File: src/rtl/flu_wb_scheduler.sv
// FLU writeback scheduler: fast-vs-multiplier arbitration, result FIFO, credits.
// Optional starvation guard enabled by defining FLU_WB_STARVE_GUARD_EN.
module flu_wb_scheduler #(
  parameter int unsigned DEPTH         = 2,
  parameter int unsigned TRANS_ID_BITS = 3,
  parameter int unsigned XLEN          = 64,
  parameter int unsigned STARVE_LIMIT  = 4
) (
  input  logic                       clk_i,
  input  logic                       rst_i,
  input  logic                       flush_i,
  input  logic                       fast_valid_i,
  input  logic [TRANS_ID_BITS-1:0]   fast_trans_id_i,
  input  logic [XLEN-1:0]            fast_result_i,
  output logic                       fast_ready_o,
  input  logic                       mul_issue_i,
  output logic                       mul_issue_ready_o,
  input  logic                       mul_valid_i,
  input  logic [TRANS_ID_BITS-1:0]   mul_trans_id_i,
  input  logic [XLEN-1:0]            mul_result_i,
  output logic                       wb_valid_o,
  output logic [TRANS_ID_BITS-1:0]   wb_trans_id_o,
  output logic [XLEN-1:0]            wb_result_o,
  output logic [$clog2(DEPTH+1)-1:0] occupancy_o
);

  localparam int unsigned CW = $clog2(DEPTH + 1);
  localparam int unsigned PW = (DEPTH > 1) ? $clog2(DEPTH) : 1;

  logic [CW-1:0]            credits_q, credits_d;
  logic [CW-1:0]            cnt_q, cnt_d;
  logic [PW-1:0]            rd_ptr_q, rd_ptr_d;
  logic [PW-1:0]            wr_ptr_q, wr_ptr_d;
  logic [TRANS_ID_BITS-1:0] id_mem_q [DEPTH];
  logic [TRANS_ID_BITS-1:0] id_mem_d [DEPTH];
  logic [XLEN-1:0]          res_mem_q [DEPTH];
  logic [XLEN-1:0]          res_mem_d [DEPTH];
  logic                     wb_valid_q, wb_valid_d;
  logic [TRANS_ID_BITS-1:0] wb_id_q, wb_id_d;
  logic [XLEN-1:0]          wb_res_q, wb_res_d;

  logic fifo_empty;
  logic sel_fast, sel_head, sel_byp;
  logic push, pop, issue_ok;

  function automatic logic [PW-1:0] ptr_inc(input logic [PW-1:0] p);
    return (p == PW'(DEPTH - 1)) ? '0 : p + PW'(1);
  endfunction

  assign fifo_empty        = (cnt_q == '0);
  assign sel_fast          = fast_valid_i;
  assign sel_head          = !fast_valid_i && !fifo_empty;
  assign sel_byp           = !fast_valid_i && fifo_empty && mul_valid_i;
  assign push              = mul_valid_i && !sel_byp;
  assign pop               = sel_head;
  assign mul_issue_ready_o = (credits_q < CW'(DEPTH));
  assign issue_ok          = mul_issue_i && mul_issue_ready_o;
  assign occupancy_o       = cnt_q;
  assign wb_valid_o        = wb_valid_q;
  assign wb_trans_id_o     = wb_id_q;
  assign wb_result_o       = wb_res_q;

  // Arbitration, FIFO push/pop and credit bookkeeping; flush wipes it all.
  always_comb begin
    credits_d  = credits_q;
    cnt_d      = cnt_q;
    rd_ptr_d   = rd_ptr_q;
    wr_ptr_d   = wr_ptr_q;
    id_mem_d   = id_mem_q;
    res_mem_d  = res_mem_q;
    wb_valid_d = 1'b0;
    wb_id_d    = wb_id_q;
    wb_res_d   = wb_res_q;
    if (flush_i) begin
      credits_d = '0;
      cnt_d     = '0;
      rd_ptr_d  = '0;
      wr_ptr_d  = '0;
    end else begin
      wb_valid_d = sel_fast || sel_head || sel_byp;
      unique case (1'b1)
        sel_fast: begin
          wb_id_d  = fast_trans_id_i;
          wb_res_d = fast_result_i;
        end
        sel_head: begin
          wb_id_d  = id_mem_q[rd_ptr_q];
          wb_res_d = res_mem_q[rd_ptr_q];
        end
        sel_byp: begin
          wb_id_d  = mul_trans_id_i;
          wb_res_d = mul_result_i;
        end
        default: ;
      endcase
      if (pop) begin
        rd_ptr_d = ptr_inc(rd_ptr_q);
      end
      if (push) begin
        id_mem_d[wr_ptr_q]  = mul_trans_id_i;
        res_mem_d[wr_ptr_q] = mul_result_i;
        wr_ptr_d            = ptr_inc(wr_ptr_q);
      end
      cnt_d     = cnt_q + CW'(push) - CW'(pop);
      credits_d = credits_q + CW'(issue_ok) - CW'(pop || sel_byp);
    end
  end

  // State registers with synchronous reset.
  always_ff @(posedge clk_i) begin
    if (rst_i) begin
      credits_q  <= '0;
      cnt_q      <= '0;
      rd_ptr_q   <= '0;
      wr_ptr_q   <= '0;
      wb_valid_q <= 1'b0;
      wb_id_q    <= '0;
      wb_res_q   <= '0;
      for (int i = 0; i < int'(DEPTH); i++) begin
        id_mem_q[i]  <= '0;
        res_mem_q[i] <= '0;
      end
    end else begin
      credits_q  <= credits_d;
      cnt_q      <= cnt_d;
      rd_ptr_q   <= rd_ptr_d;
      wr_ptr_q   <= wr_ptr_d;
      wb_valid_q <= wb_valid_d;
      wb_id_q    <= wb_id_d;
      wb_res_q   <= wb_res_d;
      id_mem_q   <= id_mem_d;
      res_mem_q  <= res_mem_d;
    end
  end

`ifdef FLU_WB_STARVE_GUARD_EN
  localparam int unsigned SW = $clog2(STARVE_LIMIT + 1);

  logic [SW-1:0] starve_q, starve_d;
  logic          fast_ready_q, fast_ready_d;
  logic          lost;

  assign lost         = fast_valid_i && !fifo_empty;
  assign fast_ready_o = fast_ready_q;

  // Count cycles the head loses to fast traffic; at the limit hold fast off once.
  always_comb begin
    starve_d     = '0;
    fast_ready_d = 1'b1;
    if (!flush_i && lost) begin
      if (starve_q == SW'(STARVE_LIMIT - 1)) begin
        fast_ready_d = 1'b0;
      end else begin
        starve_d = starve_q + SW'(1);
      end
    end
  end

  // Starvation guard registers.
  always_ff @(posedge clk_i) begin
    if (rst_i) begin
      starve_q     <= '0;
      fast_ready_q <= 1'b1;
    end else begin
      starve_q     <= starve_d;
      fast_ready_q <= fast_ready_d;
    end
  end
`else
  assign fast_ready_o = 1'b1;
`endif

  // Credits must keep the FIFO from ever overflowing.
  a_no_overflow: assert property (@(posedge clk_i) disable iff (rst_i)
    !(push && !flush_i && cnt_q == CW'(DEPTH)));

endmodule

File: config.mk
export PLATFORM = sky130hd
export DESIGN_NAME = flu_wb_scheduler
export DESIGN_NICKNAME = d
export VERILOG_FILES = /design/src/rtl/flu_wb_scheduler.sv
export SDC_FILE = /design/constraint.sdc
export NUM_CORES = 1
export LEC_CHECK = 0
export ABC_CLOCK_PERIOD_IN_PS = 2100
export CAP_MARGIN = 20
export CELL_PAD_IN_SITES_DETAIL_PLACEMENT = 0
export CELL_PAD_IN_SITES_GLOBAL_PLACEMENT = 2
export CORE_MARGIN = 5
export CORE_UTILIZATION = 29
export CTS_CLUSTER_DIAMETER = 40
export DETAILED_ROUTE_END_ITERATION = 16
export PLACE_DENSITY_LB_ADDON = 0.1
export REMOVE_ABC_BUFFERS = 1
export SLEW_MARGIN = 20
export SYNTH_ARGS = -nofsm -noshare
export SYNTH_HDL_FRONTEND = slang
export SYNTH_SLANG_ARGS = --single-unit
export TNS_END_PERCENT = 100
File: constraint.sdc
create_clock -name clk_i -period 2.1 [get_ports clk_i]
set_input_delay 0.42 -clock clk_i [delete_from_list [all_inputs] [get_ports clk_i]]
set_output_delay 0.42 -clock clk_i [all_outputs]
set_load 0.03 [all_outputs]
[Word level (Yosys, flattened, before mapping)]
Cells that the tools add are included.
Word-level totals
  ROM bits: 0
  register bits after elaboration: 208
  word-level logic and storage cells: 57
  memories: 0
  memory bits (writable): 0
  bits of input ports: 140
  bits in latches: 0
Operators by class
  muxes and demuxes: 16
  add/subtract/negate cells: 6
  reduce and logical (&&, ||, !) cells: 17
  div/mod/pow operators: 0
  bitwise operators: 3
  shift operators: 0
  eq/ne operators: 0
  $mul: 0
  order comparisons: 4
Operator list (number)
  $mux 64: 4
  $pmux 64 s3: 1
  $bwmux 128: 1
  $demux 64 s1: 1
  $mux 3: 4
  $pmux 3 s3: 1
  $bwmux 6: 1
  $logic_and 1x1->1: 6
  $add 2x1->2: 2
  $ge 2x2->1 const B: 2
  $not 1->2: 2
  $reduce_and 2->1: 2
  $sub 2x1->2: 2
  $demux 3 s1: 1
  $logic_not 1->1: 3
  $logic_or 1x1->1: 3
  $reduce_bool 3->1: 1
  $add 1x1->1 const B: 2
  $logic_not 2->1: 1
  $lt 2x1->1 const B: 1
  $lt 2x2->1 const B: 1
  $mux 1: 2
  $reduce_or 2->1: 1
  $not 1->1: 1

[Longest topological paths before layout]
Gate-level depths: netlist of run 1.
  depth after elaboration: 7
  depth in mapped cells: 10

[Worst setup path after synthesis of run 1]
No wires, ideal clock.
  path kind: reg2reg
  from: reg cnt_q[1], in the netlist occupancy_o[1]
  to: reg cnt_q[1], in the netlist occupancy_o[1]
  cell stages (with the launch flop): 10
  setup slack: 0.163 ns
  data arrival time: 1.805 ns
  setup time: 0.132 ns
  path buffers: 1
  path through: dfxtp_1 o21bai_1 inv_2 buf_2 ha_1 inv_1 ha_1 xor2_1 xnor2_1 nor3_1
On the way
  elaborated cells on any way between the ends: 9
  those cells by class: add/sub (2); reduce/logical (7)
RTL lines
  start: declaration: line 31  | logic [CW-1:0] cnt_q, cnt_d;
  start signal: assignment: line 125  | cnt_q <= cnt_d;
  $logic_not 2->1: line 50  | assign fifo_empty = (cnt_q == '0);
  $logic_not 1->1: line 52  | assign sel_head = !fast_valid_i && !fifo_empty;
  $logic_and 1x1->1: line 52
  named net pop: line 44  | logic push, pop, issue_ok;
  $sub 2x1->2: line 104  | cnt_d = cnt_q + CW'(push) - CW'(pop);
The timed path passes the listed nets, and every way through them passes these cells.
A chain may end at the register's enable or synchronous reset.

[Worst setup path in the final report of run 1]
  from: reg wb_res_q[58], in the netlist wb_result_o[58]
  to: out wb_result_o[58]
RTL lines
  start: declaration: line 40  | logic [XLEN-1:0] wb_res_q, wb_res_d;
  start signal: assignment: line 130  | wb_res_q <= wb_res_d;
  end: declaration: line 23  | output logic [XLEN-1:0] wb_result_o,
No word-level cell between the ends.

==> metrics.txt, run 1 <==
top cell type's share of synthesized area 45.41%; Avg Vias per Cell between 4 and 5; Final ANT Viol Nets 0; drt pass-1 iters 4; # rows 65; Die H 187.8 µm; synth top area cells dfxtp_1 (45%), nand2_1 (14%), a21oi_1 (11%); worst min path class in2reg; Post-CTS Setup Inserts 0; status completed; Post-Layout Inst Area 13270 µm²; Max-Slew Margin vs Limit between 30% and 40%; clock buffer count from CTS 40; critical path arrival roughly 1600 ps; Setup violations, final 0; synthesized area around 9000 µm²; Setup crit start wb_result_o[58]; Final GP Congestion roughly 0.73; CTS tree yes; Final Power between 0.01 and 0.015 W; crit path cell chain clkdlybuf4s50_1; Cells after Synth between 1000 and 1500; area share of xor/xnor cells in the synthesized design less than 1%; Worst Path Required between 1500 and 2000 ps; crit-path max FO 2; Synth Warn # 0; Detailed Place HPWL around 21000 µm; Core Area 31390 µm²; RSZ-0062 raised after global routing no; FF+latch count, synth 208; hold path startpoint rst_i; global-route wire length before repair between 50000 and 60000 µm; grt peak-use layer met2; Buf/Inv on CP 1; Routed wire per std cell 18.07 µm; met2 usage in global routing 29.05%; Synth Area per Inst approximately 7.9 µm²; Worst VDD drop around 420 µV; largest family of logic cells by synthesized area compound AO/OA/AOI/OAI gates; Period minus WS final 2006 ps; R2R Setup Slk approximately 180 ps; Max Cap Viol 0; slowest stage delay, CP roughly 760 ps; initial DRC count about 440; TritonCTS Sinks ~210; pre-CTS setup slack -21.20 ps; met1 Track Usage GR 24.24%; PD cells between 900 and 1000 nW/µm²; clk_lat worst skew ~500 ps; GR met3 Demand/Resource approximately 4%; post-CTS sizing 2; fmax 0.4985 GHz; detailed-route DRC error count 0; filler cell count in the final layout between 3000 and 4000; Cell variety after synth 32; Synth Area in Simple Gates between 15 and 20%; # port buffers between 200 and 250; Placed Area 11850 µm²; cell taking the most area after synthesis dfxtp_1; CP Launch Type flop; total grt overflow 0; Fin. Hold Viols 0; Slew Limit Fails 0; largest net degree at the start of global routing slightly above 70; Tcrit/Tclk final a little over nine tenths; CTS H-tree lvls 2; area grow syn2layout 44.67%; Pleak roughly 4.7 nW; Worst-Margin Slew approximately 900 ps; starting density of the core 29.21%; Worst Slack Setup Final ~94 ps; reg2reg start occupancy_o[1]; Post-Synth Adder-Cell Area less than 1%; hold buffers post-CTS 0; Top Ports around 210; Post-Route WL ~32000 µm; ys async rst share 0%; mux cell area share after synthesis approximately 8.2%; Longest Clk Path Bufs 3; slowest stage cell, crit path clkdlybuf4s50_1; nets@finish 1497; Crit Path Category reg2out; Clock transition at path regs about 50 ps; Synth Flop Type dfxtp_1; Vias around 9000; Die ar. between 30000 and 40000 µm²; EDFF count, synth 0; sequential-to-total area share from yosys stat a little under half; ratio of cells with drive above 1 in the final layout a little over an eighth; antenna violations before repair 2; clock root cell clkbuf_16; critical path's top delay family buffers and inverters; die width around 190 µm; CP endpoint kind output port; gr usage total 17.79%; vias in the first global route roughly 9000; Antenna Cells 0; compound-cell area share of the yosys netlist about a fifth; clock skew approximately 12 ps
power by group:
part	switching (W)	internal (W)
registers	0.0000863	0.00413
clock network	0.00208	0.00464
logic	0.000883	0.000726
final timing paths:
path                endpoint  cells after the start
max          wb_result_o[58]                      1
max reg2reg   occupancy_o[1]                      8
min            res_mem_q[32]                      2
min reg2reg      id_mem_q[2]                      2
cell usage after synthesis, types with 2 or more instances:
cell type and count:
buf_2 24, o22ai_1 2, xnor2_1 3, nor3b_1 2, mux2_2 65, clkbuf_1 52, a311oi_1 65, nor2b_1 4
ha_1 4, xor2_1 3, inv_2 2, nand2_1 335, o21ai_1 10, buf_4 22, buf_6 4, nor2_1 68
dfxtp_1 208, mux2i_1 2, nor3_1 6, a21oi_1 204, buf_1 3, o21ai_0 57, inv_1 5
stage by stage:
stage               std cells  setup TNS [ps]  util (%)  hold WS, ps
finish                   1784               0     42.26        315.1
global route             1784               0     42.26        322.4
CTS                      1784               0     42.26        309.8
detailed placement       1713          -21.20     37.75        443.2
global placement         1713          -12.37     37.75        437.9
floorplan                1054         -237630         -        426.8
state kept, by name (all words and copies together), names as in the netlist, 2 cells and up:
| name | flops |
|---|---|
| credits_q | 2 |
| id_mem_q | 6 |
| occupancy_o | 2 |
| res_mem_q | 128 |
| wb_result_o | 64 |
| wb_trans_id_o | 3 |
layout by cell type (no fill, tap or decap), types with 2 or more instances in the layout:
master / n
buf_4: 30
a311oi_1: 65
clkinv_2: 8
a21oi_1: 204
o22ai_1: 2
nor2_1: 68
inv_1: 5
nor3b_1: 2
xor2_1: 3
inv_2: 2
nor3_1: 6
nand2_1: 335
clkbuf_16: 41
ha_1: 4
mux2_2: 65
dfxtp_1: 207
clkdlybuf4s50_1: 205
mux2i_1: 2
clkbuf_1: 4
dlygate4sd2_1: 2
xnor2_1: 3
bufinv_16: 7
clkbuf_8: 7
o21ai_1: 10
clkinvlp_4: 3
buf_12: 18
nor2b_1: 4
o21ai_0: 57
routing by layer:
| layer | vias to the layer above | share of wire [%] |
|---|---|---|
| met3 | 44 | 5.0 |
| met2 | 212 | 46 |
| li1 | 4374 | - |
| met1 | 4110 | 47 |
| met5 | - | 0.043 |
| met4 | 2 | 1.5 |
cell families (layout without fill, tap and decap cells):
kind of cell | after synthesis | after routing
adders and majority gates | 4 | 4
xor gates and xnor gates | 6 | 6
and+or+nand+nor | 421 | 421
other | 1 | 1
AOI/OAI and AO/OA | 340 | 340
DFF | 208 | 208
muxes | 67 | 67
buffers and inverters | 112 | 335
area by class of cell:
type,instances,area (µm²),share of cell area (%)
multi-input cells,839,4479,33.76
inverters,7,26.28,0.1981
clock buffers,52,1137,8.573
well taps,402,503.0,3.791
flip-flops and latches,208,4168,31.42
clock inverters,19,281.5,2.122
repair buffers,257,2671,20.14
(Power assumes the default switching activity.)
==> inputs of run 2 (changes only) <==
--- a/config.mk
+++ b/config.mk
@@ -9,6 +9,7 @@
 export CAP_MARGIN = 20
 export CELL_PAD_IN_SITES_DETAIL_PLACEMENT = 0
 export CELL_PAD_IN_SITES_GLOBAL_PLACEMENT = 2
+export CORE_ASPECT_RATIO = 1.25
 export CORE_MARGIN = 5
 export CORE_UTILIZATION = 29
 export CTS_CLUSTER_DIAMETER = 40
==> run 2 against run 1 <==
- non-clock buffer count is the same
- combinational power barely moved
- critical path type unchanged
- critical path depth up 1
- maximum frequency is 0.12% higher
- register-to-register slack gained 100 ps
- final area shrank 0.50%
==> metrics.txt, run 2 (synthesis results as in run 1) <==
setup_tns 0 ps; PD cells slightly above 900 nW/µm²; length of routed met3 wiring around 1600 µm; area grow syn2layout 43.95%; Final ANT Viol Nets 0; fmax between 0.4 and 0.5 GHz; Post-Route WL approximately 32000 µm; Longest Clk Path Bufs 3; CTS H-tree lvls 2; filler cell count in the final layout about 3200; Avg Vias per Cell just under 5; Detailed Place HPWL between 20000 and 25000 µm; Final GP Congestion 0.7170; Die H 208.8 µm; Crit Path Category reg2out; vias in the first global route 9127; Final Util 42.47%; Final Power between 0.01 and 0.015 W; Pleak between 4 and 5 nW; TritonCTS Sinks roughly 210; Worst-Margin Slew 616.3 ps; Setup violations, final 0; initial DRC count approximately 440; Clock transition at path regs roughly 40 ps; Antenna Cells 0; crit path cell chain inv_1 -> clkdlybuf4s50_1; CTS tree yes; worst min path class in2reg; Max Cap Viol 0; Placed Area approximately 12000 µm²; clock buffer count from CTS 38; slowest stage cell, crit path clkdlybuf4s50_1; max FFs per register ~130; Period minus WS final approximately 2000 ps; # rows 72; drt pass-1 iters 6; slowest stage delay, CP 690 ps; uppermost layer routed met5; die width 169.1 µm; status completed; Fin. Hold Viols 0; global-route wire length before repair 50760 µm; gr usage total between 10% and 20%; Max-Slew Margin vs Limit about three fifths; CP Launch Type flop; ratio of cells with drive above 1 in the final layout a little over an eighth; total grt overflow 0; antenna violations before repair 1; clock root cell clkbuf_16; # port buffers 210; nets@finish approximately 1500; hold buffers post-CTS 0; Core Area just over 30000 µm²; final non-filler cell total about 1800; Post-Layout Inst Area around 13000 µm²; crit-path max FO 3; Top Ports 212; most frequent cells in the layout nand2_1 (335), dfxtp_1 (207), clkdlybuf4s50_1 (205); Routed wire per std cell between 15 and 20 µm; met1 wire length about 14000 µm; Tcrit/Tclk final 95.42%; met2 WL between 15000 and 20000 µm; Reg with most FFs res_mem_q; Post-CTS Setup Inserts 0; placed insts roughly 1700; Worst Path Required between 1500 and 2000 ps; CP endpoint kind output port; clock skew between 10 and 15 ps; RSZ-0062 raised after global routing no; most common cell after layout, fill and taps aside nand2_1; Worst VDD drop 437.9 µV; detailed-route DRC error count 0; clk_lat worst skew roughly 500 ps; Vias around 8700; Slew Limit Fails 0; largest net degree at the start of global routing approximately 70; critical path arrival approximately 1600 ps; Die ar. around 35000 µm²; starting density of the core about 30%
[run 2: changes by cell type in the layout (fill, tap and decap cells not counted), sizes merged]
cell	before	now
clkbuf	52	48
inv	7	11
clkinvlp	3	1
bufinv	7	5
[run 2: what timing repair did]
action                                  in CTS  in global routing
gates resized for setup                      2                  0
endpoints found under the hold margin        0                  0
endpoints found under the setup margin       2                  0
[run 2: path summary, 6_finish.rpt]
kind	start	end	slack, ps	cells past startpoint
worst max-delay path	credits_q[1]	mul_issue_ready_o	100	2
worst min-delay path	flush_i	rd_ptr_q	240	2
worst max register to register	occupancy_o[1]	occupancy_o[1]	280	8
worst min register to register	res_mem_q[83]	res_mem_q[83]	450	2
[run 2: critical path: cells and delay by family (launching register included)]
family / cells / cell delay [ps]
flip-flops: 1 / 290
buffers and inverters: 2 / 800
[run 2: where the power goes]
| part | switching (W) | internal (W) |
|---|---|---|
| combinational | 0.000875 | 0.000736 |
| sequential | 0.0000908 | 0.00413 |
| clock | 0.00208 | 0.00421 |
[run 2: layout make-up]
cell class              count  area, µm²  share of cell area (%)
repair buffers            257       2709                   20.52
clock buffers              48       1070                   8.104
well taps                 407      509.2                   3.858
multi-input cells         839       4479                   33.93
inverters                   7      26.28                  0.1991
clock inverters            19      239.0                   1.810
flip-flops and latches    208       4168                   31.57
[run 2: per-layer routing]
metal | vias up | track usage, %
li1 | 4367 | -
met1 | 4123 | 22.52
met2 | 188 | 30.13
met3 | 47 | 3.762
met4 | 2 | 4.082
met5 | - | 0
[run 2: through the flow]
stage	setup WS (ps)	hold WS (ps)
after floorplan	-1967	426.8
after global placement	-22.10	438.3
after detailed placement	-18.45	442.8
after CTS	62.35	232.1
after global routing	27.14	228.4
final	96.25	243.9
==> inputs of run 3 (changes only) <==
--- a/config.mk
+++ b/config.mk
@@ -5,15 +5,16 @@
 export SDC_FILE = /design/constraint.sdc
 export NUM_CORES = 1
 export LEC_CHECK = 0
-export ABC_CLOCK_PERIOD_IN_PS = 2100
+export ABC_CLOCK_PERIOD_IN_PS = 1900
 export CAP_MARGIN = 20
 export CELL_PAD_IN_SITES_DETAIL_PLACEMENT = 0
 export CELL_PAD_IN_SITES_GLOBAL_PLACEMENT = 2
 export CORE_ASPECT_RATIO = 1.25
 export CORE_MARGIN = 5
-export CORE_UTILIZATION = 29
+export CORE_UTILIZATION = 36
 export CTS_CLUSTER_DIAMETER = 40
 export DETAILED_ROUTE_END_ITERATION = 16
+export DONT_BUFFER_PORTS = 1
 export PLACE_DENSITY_LB_ADDON = 0.1
 export REMOVE_ABC_BUFFERS = 1
 export SLEW_MARGIN = 20
==> constraint.sdc (replaced) <==
create_clock -name clk_i -period 1.9 [get_ports clk_i]
set_input_delay 0.38 -clock clk_i [delete_from_list [all_inputs] [get_ports clk_i]]
set_output_delay 0.38 -clock clk_i [all_outputs]
set_load 0.03 [all_outputs]
==> run 3 against run 2 <==
- the run now ends with negative hold slack left
- hold slack worse by 290 ps
- first-iteration DRC count decreased by 20%
- combinational power down 53%
- die area is 18% lower
- sequential share of layout area rose by 7.5 points
- global-route usage up 1.9 points
- sequential power is 17% higher
- worst setup slack gained 26 ps
- critical path type is now reg2reg
==> metrics.txt, run 3 (synthesis results as in run 1) <==
drt pass-1 iters 4; CTS H-tree lvls 2; global-route wire length before repair ~46000 µm; area grow syn2layout 16.32%; critical path's top delay family simple AND/OR/NAND/NOR gates; Final Util 42.31%; crit-path max FO 6; Avg Vias per Cell between 5 and 6; Reg with most FFs res_mem_q; die width around 150 µm; pre-CTS setup slack 119.6 ps; setup_tns 0 ps; hold path startpoint rst_i; placed insts between 1000 and 1500; Max-Slew Margin vs Limit between 50 and 60%; Core Area 25210 µm²; clock skew 16.57 ps; nets@finish ~1300; failing checks negative hold slack; PD cells 1126 nW/µm²; Final GP Congestion 0.6967; crit path cell chain or3_1 -> nand2_1 -> ha_1 -> inv_1 -> ha_1 -> xor2_1 -> xnor2_1 -> nor3_1; Buf/Inv on CP 1; max FFs per register between 100 and 150; reg2reg start occupancy_o[1]; # port buffers 0; Vias 7884; Post-Layout Inst Area between 10000 and 15000 µm²; Die H ~190 µm; met1 Track Usage GR between 20 and 25%; CP Launch Type flop; final non-filler cell total around 1500; Post-Route WL about 29000 µm; RSZ-0062 raised after global routing no; vias in the first global route ~8000; Worst Path Required around 2300 ps; antenna violations before repair 0; Worst Slack Setup Final approximately 120 ps; total grt overflow 0; post-CTS sizing 0; Tcrit/Tclk final just over 90%; CP endpoint kind flop; clock buffer count from CTS 36; worst min path class in2reg; Slew Limit Fails 0; Crit Path Category reg2reg; largest net degree at the start of global routing about 210; Detailed Place HPWL between 15000 and 20000 µm; status finished with violations; hold slack -47.34 ps; Setup crit start occupancy_o[1]; fmax roughly 0.56 GHz; initial DRC count 353; Clock transition at path regs approximately 50 ps; most frequent cells in the layout nand2_1 (335), dfxtp_1 (207), a21oi_1 (204); starting density of the core 36.37%; TritonCTS Sinks roughly 210; # rows 65; Fin. Hold Viols 19; Pleak around 3.7 nW; grt peak-use layer met2; Worst VDD drop between 700 and 800 µV; slowest stage cell, crit path or3_1; GR met3 Demand/Resource about 5.5%; clk_lat worst skew ~500 ps; Top cell by count, worst path ha_1; Top Ports ~210; Final ANT Viol Nets 0; Worst-Margin Slew 632.3 ps; Placed Area approximately 9400 µm²; CTS tree yes; Longest Clk Path Bufs 3; slowest stage delay, CP roughly 380 ps; Max Cap Viol 0; Antenna Cells 0; ratio of cells with drive above 1 in the final layout between 10% and 20%; Setup violations, final 0; Die ar. between 20000 and 30000 µm²; Routed wire per std cell 19.39 µm; gr usage total 19.44%; Period minus WS final 1778 ps; met2 usage in global routing 33.15%; detailed-route DRC error count 0; most common cell after layout, fill and taps aside nand2_1; clock root cell clkbuf_16; critical path arrival 2130 ps
-- run 3: cell count changes in the layout (fill, tap and decap cells not counted), sizes merged, moves of 3 or more --
cell,before,now
inv,11,8
buf,50,33
clkdlybuf4s50,205,0
clkbuf,48,51
clkinv,9,4
-- run 3: worst register-to-register path: cells and delay by family, from the launching register on --
family                     cells  cell delay [ps]
buffers and inverters          1               60
adders and majority gates      2              360
and+or+nand+nor                3              540
xor gates and xnor gates       2              310
DFF                            1              370
-- run 3: cell type report --
type,count,area (µm²)
Clock inverter,10,137.6
Inverter,7,26.28
Timing Repair Buffer,35,405.4
Tap cell,335,419.2
Clock buffer,51,1039
Sequential cell,208,4168
Multi-Input combinational cell,839,4472
Fill cell,2669,14550
-- run 3: stage by stage --
stage	total power (W)	hold WS (ps)
finish	0.01201	-47.34
global route	0.01252	-67.37
CTS	0.01218	-56.33
detailed placement	0.005765	437.5
global placement	0.005754	435.3
floorplan	0.005495	426.8
-- run 3: where the power goes --
| part | internal, W | total [W] | switching [W] |
|---|---|---|---|
| clock | 0.00419 | 0.00633 | 0.00214 |
| sequential | 0.00456 | 0.00492 | 0.000354 |
| combinational | 0.000331 | 0.000761 | 0.000430 |
| total | 0.00908 | 0.0120 | 0.00293 |
-- run 3: path summary, 6_finish.rpt --
kind              slack (ps)        endpoint  cells after the start
hold reg to reg          440   res_mem_q[49]                      2
hold / removal           -50   res_mem_q[36]                      1
setup / recovery         120  occupancy_o[1]                      8
setup reg to reg         120  occupancy_o[1]                      8
-- run 3: metal layers --
metal | vias to the layer above | part of all wire, %
met5 | - | 0
met4 | 0 | 1.6
met3 | 37 | 6.9
met2 | 212 | 49
met1 | 3726 | 43
li1 | 3909 | -
-- run 3: what timing repair did --
| action | 4_1_cts | 5_1_grt |
|---|---|---|
| hold buffers | 1 | 1 |
| hold endpoints to repair | 178 | 157 |
| buffers inserted | 0 | 3 |
| endpoints found under the setup margin | 0 | 1 |
